--- src/rtl/serial_adder_ctrl.sv ---
// serial_adder_ctrl: bit-serial WIDTH-bit adder built around a single
// gate-level full adder. Operands are captured on an accepted start, one
// bit is processed per clock LSB first, and a one-cycle done pulse marks
// the result as valid. Optional build macro SERIAL_SUB_EN enables
// two's-complement subtraction when sub=1 is captured with the operands.

// Gate-level 1-bit full adder shared by every bit position.
module full_adder (
  input  logic a,
  input  logic b,
  input  logic c,
  output logic s,
  output logic co
);
  logic axb;

  assign axb = a ^ b;
  assign s   = axb ^ c;
  assign co  = (a & b) | (c & axb);
endmodule

module serial_adder_ctrl #(
  parameter int WIDTH = 8
) (
  input  logic             clock,
  input  logic             reset,
  input  logic             start,
  input  logic [WIDTH-1:0] a_in,
  input  logic [WIDTH-1:0] b_in,
  input  logic             cin,
  input  logic             sub,
  output logic             busy,
  output logic             done,
  output logic [WIDTH-1:0] sum,
  output logic             cout,
  output logic             overflow
);
  localparam int CNT_W = (WIDTH > 1) ? $clog2(WIDTH) : 1;
  localparam logic [CNT_W-1:0] CNT_LAST = CNT_W'(WIDTH - 1);

  typedef enum logic [1:0] {
    IDLE = 2'd0,
    RUN  = 2'd1,
    DONE = 2'd2
  } state_t;

  state_t           state;
  state_t           state_nxt;
  logic             load;
  logic             step;
  logic             last;

  logic [WIDTH-1:0] op_a;
  logic [WIDTH-1:0] op_b;
  logic             carry;
  logic [CNT_W-1:0] cnt;

  logic [WIDTH-1:0] b_eff;
  logic             c_eff;
  logic             fa_s;
  logic             fa_co;

  // Subtraction folds into the load: B is stored inverted and the initial
  // carry forced to 1, so the bit-step datapath is identical in both builds.
`ifdef SERIAL_SUB_EN
  assign b_eff = sub ? ~b_in : b_in;
  assign c_eff = sub | cin;
`else
  logic sub_unused;
  assign sub_unused = sub;
  assign b_eff      = b_in;
  assign c_eff      = cin;
`endif

  assign last = (cnt == CNT_LAST);

  full_adder u_fa (
    .a  (op_a[0]),
    .b  (op_b[0]),
    .c  (carry),
    .s  (fa_s),
    .co (fa_co)
  );

  // State register; reset wins over everything, including mid-RUN.
  always_ff @(posedge clock) begin
    if (reset) begin
      state <= IDLE;
    end else begin
      state <= state_nxt;
    end
  end

  // Next-state and handshake decode; start is only honoured in IDLE/DONE.
  always_comb begin
    state_nxt = state;
    busy      = 1'b0;
    done      = 1'b0;
    load      = 1'b0;
    step      = 1'b0;
    case (state)
      IDLE: begin
        if (start) begin
          load      = 1'b1;
          state_nxt = RUN;
        end
      end
      RUN: begin
        busy = 1'b1;
        step = 1'b1;
        if (last) begin
          state_nxt = DONE;
        end
      end
      DONE: begin
        done = 1'b1;
        if (start) begin
          load      = 1'b1;
          state_nxt = RUN;
        end else begin
          state_nxt = IDLE;
        end
      end
      default: begin
        state_nxt = IDLE;
      end
    endcase
  end

  // Datapath: operand capture on load, one shift/add per RUN cycle.
  always_ff @(posedge clock) begin
    if (reset) begin
      op_a     <= '0;
      op_b     <= '0;
      carry    <= 1'b0;
      cnt      <= '0;
      sum      <= '0;
      cout     <= 1'b0;
      overflow <= 1'b0;
    end else if (load) begin
      op_a  <= a_in;
      op_b  <= b_eff;
      carry <= c_eff;
      cnt   <= '0;
      sum   <= '0;
    end else if (step) begin
      sum   <= {fa_s, sum[WIDTH-1:1]};
      op_a  <= op_a >> 1;
      op_b  <= op_b >> 1;
      carry <= fa_co;
      // Counter parks at its terminal value instead of wrapping.
      if (last) begin
        cout     <= fa_co;
        overflow <= carry ^ fa_co;
      end else begin
        cnt <= cnt + CNT_W'(1);
      end
    end
  end
endmodule

--- config.mk ---
export PLATFORM = sky130hd
export DESIGN_NAME = serial_adder_ctrl
export DESIGN_NICKNAME = d
export VERILOG_FILES = /design/src/rtl/serial_adder_ctrl.sv
export SDC_FILE = /design/constraint.sdc
export NUM_CORES = 1
export LEC_CHECK = 0
export CORE_UTILIZATION = 52
export DETAILED_ROUTE_END_ITERATION = 8
export PLACE_DENSITY = 0.81
export SLEW_MARGIN = 5
export SYNTH_ARGS = -nofsm -noshare
export SYNTH_HDL_FRONTEND = slang
export SYNTH_SLANG_ARGS = --single-unit
--- constraint.sdc ---
create_clock -name clock -period 3.7 [get_ports clock]
set_input_delay 1.11 -clock clock [delete_from_list [all_inputs] [get_ports clock]]
set_output_delay 1.11 -clock clock [all_outputs]
set_load 0.05 [all_outputs]
==> impl_metrics.py <==
metrics = {
    "outcome": {
        "run_status": "finished clean",
    },
    "global_route": {
        "grt_pass1_wl_um": 4498,
        "overflow": 0,
        "grt_max_degree": 29,
        "grt_pass1_vias": 1044,
        "antenna_found_initial": 0,
        "grt_usage": 0.2226,
    },
    "route": {
        "post_drt_wl_per_cell_um": 12.95,
        "drc": 0,
        "detail-route-antenna-nets": 0,
        "drtPass1Iterations": 6,
        "dr.first_iter.drc_count": 25,
        "via_count": 1165,
        "viasPerCell": 5.495,
        "wirelength_um": 2745,
    },
    "worst_setup_path": {
        "crit_required_ns": 2.59,
        "cp_slowest_cell": "clkdlybuf4s50_1",
        "cp-end-kind": "primary output",
        "crit_chain": "nand2b_1 > inv_8 > clkdlybuf4s50_1",
        "cp.arrival_ns": 1.97,
        "critical_path.max_fanout": 28,
        "worstReg2RegStart": "state[0]",
        "crit_type": "register to primary output",
        "critPathLaunch": "state[0]",
        "start_kind": "register",
        "slowest_delay_ns": 0.83,
    },
    "power": {
        "p_total_uw": 668.5,
        "leakagePower_nw": 0.6036,
        "p_per_area_nw_per_um2": 391.1,
        "peakVddDrop_v": 0.0002803,
    },
    "floorplanning": {
        "core.rowCount": 18,
        "initial_core_util": 0.5556,
        "dieHeight_um": 53.68,
        "core_sq_um": 2500,
        "die_width_um": 53.68,
        "die_area_sq_um": 2882,
        "ios": 33,
    },
    "synthesis": {
        "synth_top_area_frac": 0.4613,
        "synth_largest_area_cell": "dfxtp_1",
        "syn-num-nets": 176,
        "yosysUniqueCellTypes": 29,
        "synth_area_leaders": "dfxtp_1, nand2_1, a311oi_2",
        "ys_warn_count": 0,
        "synth_most_common_cell": "nand2_1",
        "synthTopCellsByCount": "nand2_1, dfxtp_1, a21oi_1",
        "synth-edff-count": 0,
        "syn_inst": 152,
        "synthFlopType": "dfxtp_1",
        "ys_async_sr_fraction": 0,
        "ys_seq_elements": 32,
        "avgSynthCellArea_sq_um": 9.137,
        "yosysSeqAreaShare": 0.4613,
        "netlist_area_sq_um": 1389,
    },
    "final_layout": {
        "syn2layout_area_growth_pct": 23.06,
        "final_nets": 206,
        "layout-drive-gt1-share": 0.1154,
        "diodes": 0,
        "finish.instance_area_sq_um": 1709,
    },
    "sta": {
        "hold_violations": 0,
        "setup_viol": 0,
        "finalSetupTns_ns": 0,
        "max_freq_mhz": 324.5,
        "skew_ns": 0.01130,
        "timing.slew.headroom": 0.6681,
        "finalCritPeriodShare": 0.8328,
        "rsz0062_at_grt": "no",
        "min_period_ns": 3.081,
        "drv_slew": 0,
        "tightest_slew_ns": 0.4962,
    },
    "clocking": {
        "clk_path_buf_depth": 2,
        "insertion_delay_ns": 0.33,
        "cts_tree": "done",
        "cts-htree-levels": 2,
        "cts_buffers": 5,
        "hold_buffers": 0,
        "root_buffer": "clkbuf_4",
        "cts_setup_buffers": 0,
        "clock-sinks": 32,
        "clk_pin_slew_ns": 0.10,
        "post_cts_resized": 0,
    },
    "worst_hold_path": {
        "min_from": "cout",
        "hp-class": "register to register",
    },
    "place": {
        "place_congestion": 0.7442,
        "detailed_place_hpwl_um": 1795,
        "port_buffers": 31,
        "place_area_sq_um": 1663,
    },
    "job": {
        "max-cap-violations": 0,
    },
}
metrics by stage:
stage                     utilization  hold WS, ns  setup slack, ns  cells
final                          0.6837       0.4628           0.6185    212
after global placement         0.6652       0.4419            1.028    205
after detailed placement       0.6652       0.4540           0.9962    205
after floorplan                     -       0.4551            1.526    152
after CTS                      0.6837       0.4678           0.6227    212
after global routing           0.6837       0.4905           0.5275    212
sequential cells by signal, indices dropped and copies added, names as in the netlist:
name / cells
carry: 1
cout: 1
op_a: 8
op_b: 8
overflow: 1
state: 2
sum: 8
cnt: 3
metal layers:
layer  track usage  share of wire  vias up
met4        0.1491          0.024        0
met2        0.3395           0.47       39
met5             0              0        -
met3       0.06215          0.048        8
li1              -              -      584
met1        0.2705           0.46      534
power by group:
part | switching, mW | internal (mW) | leakage [nW]
Sequential | 0.0124 | 0.363 | 0.262
Clock | 0.112 | 0.0698 | 0.0281
Combinational | 0.0607 | 0.0505 | 0.314
Total | 0.185 | 0.484 | 0.604
critical path, delay by kind of cell, from the launching register on:
family	cells	cell delay (ns)
DFF	1	0.42
buffers and inverters	2	1.03
and+or+nand+nor	1	0.18
layout by cell type (no fill, tap or decap), types with 3 or more instances in the layout:
cell and count:
nor3_2 3, buf_4 3, nor2_1 11, a21oi_1 14
clkbuf_4 5, nor3_1 11, nand3_1 3, a311oi_2 5
clkdlybuf4s50_1 31, o22ai_1 6, dfxtp_1 32, nand2_1 34
cell type report:
class                           count  area [sq um]
Clock buffer                        6         41.29
Clock inverter                      1         5.005
Fill cell                         201         790.8
Inverter                            1         11.26
Multi-Input combinational cell    108         640.6
Sequential cell                    32         640.6
Tap cell                           30         37.54
Timing Repair Buffer               34         332.8
path summary, 6_finish.rpt:
| kind | slack, ns | to | cells after the start |
|---|---|---|---|
| worst min-delay path | 0.46 | cout | 2 |
| worst max-delay path | 0.62 | busy | 3 |
| worst min register to register | 0.46 | cout | 2 |
| worst max register to register | 2.18 | sum[0] | 3 |
cell families (layout without fill, tap and decap cells):
| logic type | Yosys count | in the layout | share of synthesized area |
|---|---|---|---|
| xor+xnor | 2 | 2 | 0.01261 |
| buf+inv | 12 | 42 | 0.07748 |
| compound gates | 31 | 31 | 0.1622 |
| flops | 32 | 32 | 0.4613 |
| fa+ha+maj | 3 | 3 | 0.03243 |
| mux | 2 | 2 | 0.01441 |
| simple gates | 70 | 70 | 0.2396 |
Power figures use the tool's default switching activity.
